**src/rtl/pipearch_common_pkg.sv**
```systemverilog
// Shared pipeline-architecture types: write engine states, access properties, fifobram selects.
// Also hosts the configreg decode so read and write engines interpret it identically.
package pipearch_common;

    localparam int LOG2_ACCESS_SIZE = 14;
    localparam int OFFSET_WIDTH     = 14;

    localparam logic [1:0] SEL_BRAM = 2'b01;
    localparam logic [1:0] SEL_FIFO = 2'b10;

    typedef enum logic [1:0] {
        WS_IDLE,
        WS_BRAM_WRITE,
        WS_FIFO_WRITE
    } t_writestate;

    typedef struct packed {
        logic [OFFSET_WIDTH-1:0]     offset;
        logic [LOG2_ACCESS_SIZE-1:0] length;
        logic [15:0]                 iterations;
        logic                        write_bram;
        logic                        write_fifo;
        logic                        keep_count_along_iterations;
    } access_properties;

    function automatic access_properties decode_config(input logic [31:0] cfg,
                                                       input logic [15:0] iters);
        access_properties p;
        p.write_fifo                  = cfg[31];
        p.write_bram                  = cfg[30];
        p.length                      = cfg[29:16];
        p.keep_count_along_iterations = cfg[15];
        p.offset                      = cfg[13:0];
        p.iterations                  = iters;
        return p;
    endfunction

endpackage

```
**src/rtl/write_region.sv**
```systemverilog
// Writes a pipeline result stream into a fifobram region, as sequential BRAM lines or FIFO pushes.
// Latency: one cycle from accepted beat to region write. Backpressure: registered in_almostfull, 2-beat slack.
// Beats are never dropped in a write state; beats arriving while idle are discarded and flagged.
module write_region #(
    parameter int DATA_WIDTH       = 512,
    parameter int ADDR_WIDTH       = 14,
    parameter int LOG2_ACCESS_SIZE = 14
) (
    input  logic                  clk,
    input  logic                  reset,
    input  logic                  op_start,
    input  logic [31:0]           configreg,
    input  logic [15:0]           iterations,
    input  logic                  in_valid,
    input  logic [DATA_WIDTH-1:0] in_data,
    output logic                  in_almostfull,
    input  logic                  region_almostfull,
    output logic                  region_we,
    output logic [1:0]            region_wfifobram,
    output logic [ADDR_WIDTH-1:0] region_waddr,
    output logic [DATA_WIDTH-1:0] region_wdata,
    output logic                  busy,
    output logic                  op_done,
    output logic                  overflow
);
    import pipearch_common::t_writestate;
    import pipearch_common::access_properties;
    import pipearch_common::decode_config;
    import pipearch_common::WS_IDLE;
    import pipearch_common::WS_BRAM_WRITE;
    import pipearch_common::WS_FIFO_WRITE;
    import pipearch_common::SEL_BRAM;
    import pipearch_common::SEL_FIFO;

    localparam int REM_WIDTH = LOG2_ACCESS_SIZE + 16;

    t_writestate                 state, state_n;
    access_properties            props;
    logic [ADDR_WIDTH-1:0]       offset_q, offset_n;
    logic [LOG2_ACCESS_SIZE-1:0] length_q, length_n, line_q, line_n;
    logic [15:0]                 iters_q, iters_n, iter_q, iter_n;
    logic                        keep_q, keep_n;
    logic [REM_WIDTH-1:0]        remain_q, remain_n;

    logic                  we_n, done_n, ovf_n, afull_n;
    logic [1:0]            sel_n;
    logic [ADDR_WIDTH-1:0] waddr_n;
    logic [DATA_WIDTH-1:0] wdata_n;
    logic                  last_line, last_iter;
    logic                  unused_cfg;

    assign props      = decode_config(configreg, iterations);
    assign unused_cfg = ^{configreg[14], props.write_bram};
    assign last_line  = (line_q == length_q - 1'b1);
    assign last_iter  = (iter_q == iters_q - 16'd1);
    assign busy       = (state != WS_IDLE);

    always_comb begin
        state_n  = state;
        offset_n = offset_q;
        length_n = length_q;
        iters_n  = iters_q;
        keep_n   = keep_q;
        line_n   = line_q;
        iter_n   = iter_q;
        remain_n = remain_q;
        we_n     = 1'b0;
        sel_n    = 2'b00;
        waddr_n  = region_waddr;
        wdata_n  = region_wdata;
        done_n   = 1'b0;
        ovf_n    = overflow;

        case (state)
            WS_IDLE: begin
                if (op_start) begin
                    offset_n = ADDR_WIDTH'(props.offset);
                    length_n = LOG2_ACCESS_SIZE'(props.length);
                    iters_n  = props.iterations;
                    keep_n   = props.keep_count_along_iterations;
                    line_n   = '0;
                    iter_n   = '0;
                    remain_n = REM_WIDTH'(length_n) * REM_WIDTH'(iters_n);
                    ovf_n    = 1'b0;
                    if (props.length == '0 || props.iterations == '0)
                        done_n = 1'b1;
                    else if (props.write_fifo)
                        state_n = WS_FIFO_WRITE;
                    else
                        state_n = WS_BRAM_WRITE;
                end
                // A beat in the op_start cycle still counts as an idle overflow.
                if (in_valid)
                    ovf_n = 1'b1;
            end
            default: begin
                if (in_valid) begin
                    we_n     = 1'b1;
                    wdata_n  = in_data;
                    remain_n = remain_q - 1'b1;
                    if (state == WS_FIFO_WRITE) begin
                        sel_n = SEL_FIFO;
                    end else begin
                        sel_n   = SEL_BRAM;
                        waddr_n = offset_q + ADDR_WIDTH'(line_q);
                    end
                    if (last_line) begin
                        line_n = '0;
                        iter_n = iter_q + 16'd1;
                        if (last_iter) begin
                            state_n = WS_IDLE;
                            done_n  = 1'b1;
                        end else if (keep_q && state == WS_BRAM_WRITE) begin
                            offset_n = offset_q + ADDR_WIDTH'(length_q);
                        end
                    end else begin
                        line_n = line_q + 1'b1;
                    end
                end
            end
        endcase

        // Evaluated on post-edge counters so the producer's 2 in-flight beats never overshoot.
        afull_n = (state_n == WS_IDLE)
               || (state_n == WS_FIFO_WRITE && region_almostfull)
               || (remain_n <= REM_WIDTH'(2));
    end

    always_ff @(posedge clk or negedge reset) begin
        if (!reset) begin
            state            <= WS_IDLE;
            offset_q         <= '0;
            length_q         <= '0;
            iters_q          <= '0;
            keep_q           <= 1'b0;
            line_q           <= '0;
            iter_q           <= '0;
            remain_q         <= '0;
            region_we        <= 1'b0;
            region_wfifobram <= 2'b00;
            region_waddr     <= '0;
            region_wdata     <= '0;
            op_done          <= 1'b0;
            overflow         <= 1'b0;
            in_almostfull    <= 1'b1;
        end else begin
            state            <= state_n;
            offset_q         <= offset_n;
            length_q         <= length_n;
            iters_q          <= iters_n;
            keep_q           <= keep_n;
            line_q           <= line_n;
            iter_q           <= iter_n;
            remain_q         <= remain_n;
            region_we        <= we_n;
            region_wfifobram <= sel_n;
            region_waddr     <= waddr_n;
            region_wdata     <= wdata_n;
            op_done          <= done_n;
            overflow         <= ovf_n;
            in_almostfull    <= afull_n;
        end
    end

endmodule

```
**config.mk**
```make
export PLATFORM = sky130hd
export DESIGN_NAME = write_region
export DESIGN_NICKNAME = d
export VERILOG_FILES = /design/src/rtl/pipearch_common_pkg.sv /design/src/rtl/write_region.sv
export SDC_FILE = /design/constraint.sdc
export NUM_CORES = 2
export LEC_CHECK = 0
export BUFFER_PORTS_ARGS = -buffer_cell sky130_fd_sc_hd__buf_2
export CAP_MARGIN = 20
export CORE_AREA = 10 10 417 419
export DETAILED_ROUTE_END_ITERATION = 16
export DIE_AREA = 0 0 427 429
export GPL_TIMING_DRIVEN = 0
export SLEW_MARGIN = 20
export SYNTH_ARGS = -nofsm -noshare
export SYNTH_HDL_FRONTEND = slang
export SYNTH_SLANG_ARGS = --single-unit
```
**constraint.sdc**
```tcl
create_clock -name clk -period 3.7 [get_ports clk]
set_input_delay 0.185 -clock clk [delete_from_list [all_inputs] [get_ports clk]]
set_output_delay 0.185 -clock clk [all_outputs]
set_load 0.02 [all_outputs]
```
; ---- Yosys cells after proc, flatten, opt, wreduce, memory -nomap -nowiden
; Index checks and enable logic that the tools add are counted.
[totals]
regBits = 639
latchBits = 0
mem_bits_rw = 0
rom_bits = 0
inputBits = 565
out_inout_bits = 533
elab_cells = 91
mem_count = 0
[classes]
n_addsub = 7
n_mul = 1
n_div = 0
order_cmp = 1
n_eq_ne = 7
shift = 0
muxes = 37
bitwise = 2
reduce_logical = 21
[ops]
columns = operator, n
row1 = 14-bit 2-to-1 mux, 10
row2 = 30-bit 2-to-1 mux, 3
row3 = 16-bit 2-to-1 mux, 4
row4 = "30-bit by 2-bit <= comparator with 1-bit output, second input constant", 1
row5 = 14-bit by 16-bit multiplier with 30-bit output, 1
row6 = "30-bit by 1-bit subtractor with 30-bit output, second input constant", 1
row7 = 14-bit adder, 2
row8 = 2-bit 2-to-1 mux, 10
row9 = "16-bit by 1-bit adder with 16-bit output, second input constant", 1
row10 = 16-bit == test, 1
row11 = 16-bit zero test, 1
row12 = "16-bit by 1-bit subtractor with 16-bit output, second input constant", 1
row13 = "14-bit by 1-bit adder with 14-bit output, second input constant", 1
row14 = 14-bit == test, 1
row15 = 14-bit zero test, 1
row16 = "14-bit by 1-bit subtractor with 14-bit output, second input constant", 1
row17 = 1-bit 2-to-1 mux, 10
row18 = 2-bit nonzero test, 5
row19 = 2-bit AND reduction, 4
row20 = 3-bit AND reduction, 2
row21 = 5-bit AND reduction, 1
row22 = "2-bit == test, second input constant", 2
row23 = 2-bit zero test, 2
row24 = 1-bit logical OR, 3
row25 = 5 further kinds, 7

; ---- Logic depth before layout (Yosys ltp)
[logic_depth]
word_depth = 10
ltp_mapped = 25
depth_no_buf = 24

; ---- Worst setup path after synthesis
; Ideal clock, no wire load.
[synth_timing]
path_kind = input-to-reg
start = in configreg[25]
end = reg in_almostfull
setup_time_ns = 0.089
arrival_ns = 6.250
required_ns = 3.611
setup_slack_ns = -2.639
cell_stages = 23
n_path_buf = 2
path_cell_list = clkbuf_1 -> clkbuf_1 -> nand2_1 -> fa_1 -> inv_1 -> fa_1 -> fa_1 -> fa_1 -> fa_1 -> inv_1 -> fa_1 -> inv_1 -> ha_1 -> nand2_1 -> o21ai_0 -> a311oi_1 -> o21ai_1 -> a221oi_1 -> o31ai_1 -> xnor2_1 -> o221ai_1 -> or3_1 -> o32ai_2
[synth_via]
elab_cells_between_ends = 14
cone_classes = mul (1) / order compare (1) / eq/ne (1) / mux (5) / reduce/logical (6)
[synth_lines]
columns = item, line
row1 = from (decl), write_region.sv:12  ; input logic [31:0] configreg,
row2 = 14-bit by 16-bit multiplier with 30-bit output, write_region.sv:83  ; remain_n = REM_WIDTH'(length_n) * REM_WIDTH'(iters_n);
row3 = 30-bit 2-to-1 mux, write_region.sv:76  ; if (op_start) begin
row4 = 30-bit 2-to-1 mux, write_region.sv:74  ; case (state)
row5 = via remain_n[27], write_region.sv:43  ; logic [REM_WIDTH-1:0] remain_q, remain_n;
row6 = 30-bit by 2-bit <= comparator with 1-bit output, write_region.sv:126  ; || (remain_n <= REM_WIDTH'(2));
row7 = 1-bit logical OR, write_region.sv:126
row8 = via afull_n, write_region.sv:45  ; logic we_n, done_n, ovf_n, afull_n;
row9 = to (signal assigned), write_region.sv:161  ; in_almostfull <= afull_n;
row10 = to (decl), write_region.sv:16  ; output logic in_almostfull,
; The timed path passes the listed nets, and every way through them passes these cells.
; A chain may end at the register's enable or synchronous reset.

; ---- Final worst setup path
[layout_timing]
start = in configreg[19]
end = reg in_almostfull
; The elaborated chain is that of the path after synthesis.

==> impl_metrics.yaml <==
floorplanning:
  core_area_sq_mm: 0.166
  io_pins: 1098
  die_w_microns: 427
  num_rows: 150
  die_y_microns: 429
  start_util_pct: 20.7
  die_area_sq_mm: 0.183
timing:
  final-setup-viol-count: 23
  min_period_over_period_pct: 151
  finalWorstSetupSlack_ps: -1900
  drv_slew: 0
  hold_violations: 0
  relSlewSlack_pct: 35.1
  worst_pin_slew_ps: 974
  fin_skew_ps: 68.0
  rsz0062_at_grt: "yes"
  fin_crit_ps: 5600
  fmax_ghz: 0.178
synthesis:
  yosys.area_share.simple_pct: 10.3
  synth_top_flop_cell: "dfrtp_1"
  async_reset_ff_share_pct: 100
  postSynthCellCount: 2900
  seq_area_frac_synth_pct: 46.6
  synth_edf_count: 0
  synthMuxAreaShare_pct: 17.3
  synth_fa_ha_area_share_pct: 14.3
  synth-compound-area-share_pct: 5.19
  ys_warn_count: 0
  synth-xor-area-share_pct: 2.24
  synth_top_area_share_pct: 46.5
  synth_top_family_by_area: "multiplexers"
  ys_top_cells_by_area: "dfrtp_1 (46%), mux2_2 (17%), fa_1 (9.7%)"
  syn-num-nets: 3757
  synth_seq_cells: 639
  ys_types: 82
  yosysTopAreaCell: "dfrtp_1"
  synthesis.area_sq_mm: 0.0344
  syn_avg_cell_area_sq_um: 11.8
global_routing:
  grt_overflow: 0
  grt_max_degree: 99
  grt_pass1_wl_microns: 286000
  antenna_found_initial: 116
  grt_use_total_pct: 22.6
  grt_pass1_vias: 32600
setup_path:
  critPathMaxFanout: 8
  slowest_delay_ps: 550
  crit_required_ps: 4290
  crit_chain: "buf_12 -> clkbuf_16 -> and2_4 -> fa_1 -> inv_2 -> fa_1 -> inv_2 -> fa_1 -> ha_4 -> fa_1 -> inv_2 -> fa_1 -> inv_2 -> ha_4 -> a2111oi_4 -> o21ai_2 -> a32oi_4 -> o21ai_4 -> a221oi_4 -> o31ai_2 -> xnor2_1 -> o221ai_2 -> or3_4 -> o32ai_2"
  critPathLaunchType: "primary input"
  reg2reg_slack_ps: 100
  crit_type: "in2reg"
  cp-end-kind: "register"
  crit_top_cell: "fa_1"
  critPathSlowestCell: "fa_1"
  crit_arrival_ps: 6190
clock_tree:
  clkSinkCount: 639
  cts_root_buffer: "clkbuf_16"
  clkTransAtPathRegs_ps: 50
  tritoncts.num_buffers: 83
  cts_max_level: 3
  clockBufferDepth: 3
  clk_latency_ps: 740
  cts_tree: "done"
drt:
  routed_via_density: 4.41
  drtPass1Iterations: 7
  vias: 31000
  drtAntennaViolNets: 0
  avgRoutedWirePerCell_microns: 30.3
  route.detailed.drc: 0
  drtIter0Drc: 1826
  wirelength_microns: 213000
layout:
  finalNetCount: 5568
  fillers: 16900
  area_growth_pct: 56.3
  drive_above_1_share_pct: 42.8
  fin_util_pct: 32.4
power:
  ir_drop_mv: 0.969
  p_total_w: 0.0426
  p_leak_nw: 24.7
  p_per_area_mw_per_mm2: 793
status:
  violations: "setup timing"
  status: "finished with violations"
place:
  dp_hpwl_microns: 180000
  numPortBuffers: 1087
  place.gp.congestion: 1.10
run:
  maxCapViolCount: 0
hold_path:
  min_path_type: "in2reg"
[synth_stat cells (all sizes together) (4+ instances only)]
cell	number
fa	167
o2111ai	5
nand4bb	4
o221ai	4
nor4	22
xor2	38
a211o	4
clkbuf	122
o211ai	11
a2111oi	4
nor2b	9
o31ai	10
ha	125
a31oi	18
o21a	8
mux2	520
or2	7
and2	102
and3	22
dfrtp	638
mux2i	9
a211oi	15
nand4	11
a311oi	5
or3	22
or4	14
a21oi	62
xnor2	50
buf	14
nand3	28
o21ai	95
o21bai	7
nor3b	9
nand2	305
inv	232
nand2b	14
o311ai	6
nor2	93
nor3	22
a21o	7
[final timing paths]
check / from / endpoint / cells past startpoint
min in group asynchronous: reset / iter_q[10] / 2
max reg2reg: state[0] / in_almostfull / 12
max in group asynchronous: reset / region_wdata[203] / 6
max: configreg[19] / in_almostfull / 24
min: configreg[28] / length_q[12] / 4
min reg2reg: region_waddr[10] / region_waddr[10] / 2
[sequential cells by signal (all words and copies together) (netlist names), 2 cells and up]
signal            count
iter_q               16
iters_q              16
length_q             14
line_q               14
offset_q             14
region_waddr         14
region_wdata        512
region_wfifobram      2
remain_q             30
state                 2
[cell usage in the layout, fill, tap and decap left out, drive strengths merged, types with 62 or more instances in the layout]
cell type    instances
clkbuf             230
mux2               520
dlygate4sd3        559
buf               1187
o21ai               95
inv                237
dfrtp              638
a21oi               62
ha                 125
fa                 167
and2               102
nand2              305
nor2                93
[power breakdown]
part	internal (W)	switching (W)
sequential	0.00860	0.00136
combinational	0.00992	0.0136
clock	0.00549	0.00362
[metal layers]
metal | part of all wire [%] | up-vias | track usage [%] | wire [microns]
met1 | 38 | 15900 | 25.9 | 80900
met4 | 4.5 | 12 | 8.41 | 9470
met3 | 6.5 | 353 | 5.81 | 13800
met5 | 0.035 | - | 0 | 75
li1 | - | 13500 | - | -
met2 | 51 | 1207 | 40.2 | 109000
[area by class of cell]
cell class / count / area (sq um) / area share [%]
sequential: 639 / 16000 / 29.8
timing repair buffer: 1728 / 12100 / 22.5
antenna: 38 / 95.1 / 0.177
inverter: 232 / 871 / 1.62
clock buffer: 114 / 2390 / 4.46
clock inverter: 39 / 638 / 1.19
multi-input combinational: 1893 / 17800 / 33.1
tap: 2204 / 2760 / 5.14
buffer: 134 / 1060 / 1.97
[worst max-delay path, delay by kind of cell]
kind	cells	cell delay (ps)
buf+inv	6	440
xor+xnor	1	240
compound gates	8	1690
simple gates	2	530
fa+ha+maj	7	3110
[cell families (layout without fill, tap and decap cells)]
family	count (synthesis)	in the layout
buf+inv	368	2247
flops	639	639
xor+xnor	88	88
simple gates	703	703
other cells	0	38
compound gates	281	281
fa+ha+maj	292	292
mux	529	529
[what timing repair did]
item | CTS | global route
gates cloned | 0 | 0
gates resized for setup | 173 | 78
hold endpoints to repair | 659 | 1
endpoints found under the setup margin | 61 | 62
hold buffers | 558 | 1
setup buffers | 57 | 21
pin swaps | 60 | 45
[through the flow]
| stage | setup TNS, ps | cell area [sq um] | setup slack, ps | cells | hold slack (ps) |
|---|---|---|---|---|---|
| finish | -26460 | 53700 | -1900 | 7021 | 57.6 |
| global placement | -8087250 | 43000 | -12530 | 6191 | 416 |
| global route | -28990 | 53700 | -2080 | 7009 | 25.3 |
| CTS | -26410 | 53200 | -1870 | 6968 | 0.811 |
| detailed placement | -61650 | 43300 | -3230 | 6201 | 236 |
| floorplan | -31070 | 34800 | -2110 | 2900 | -111 |
(Power assumes the default switching activity.)
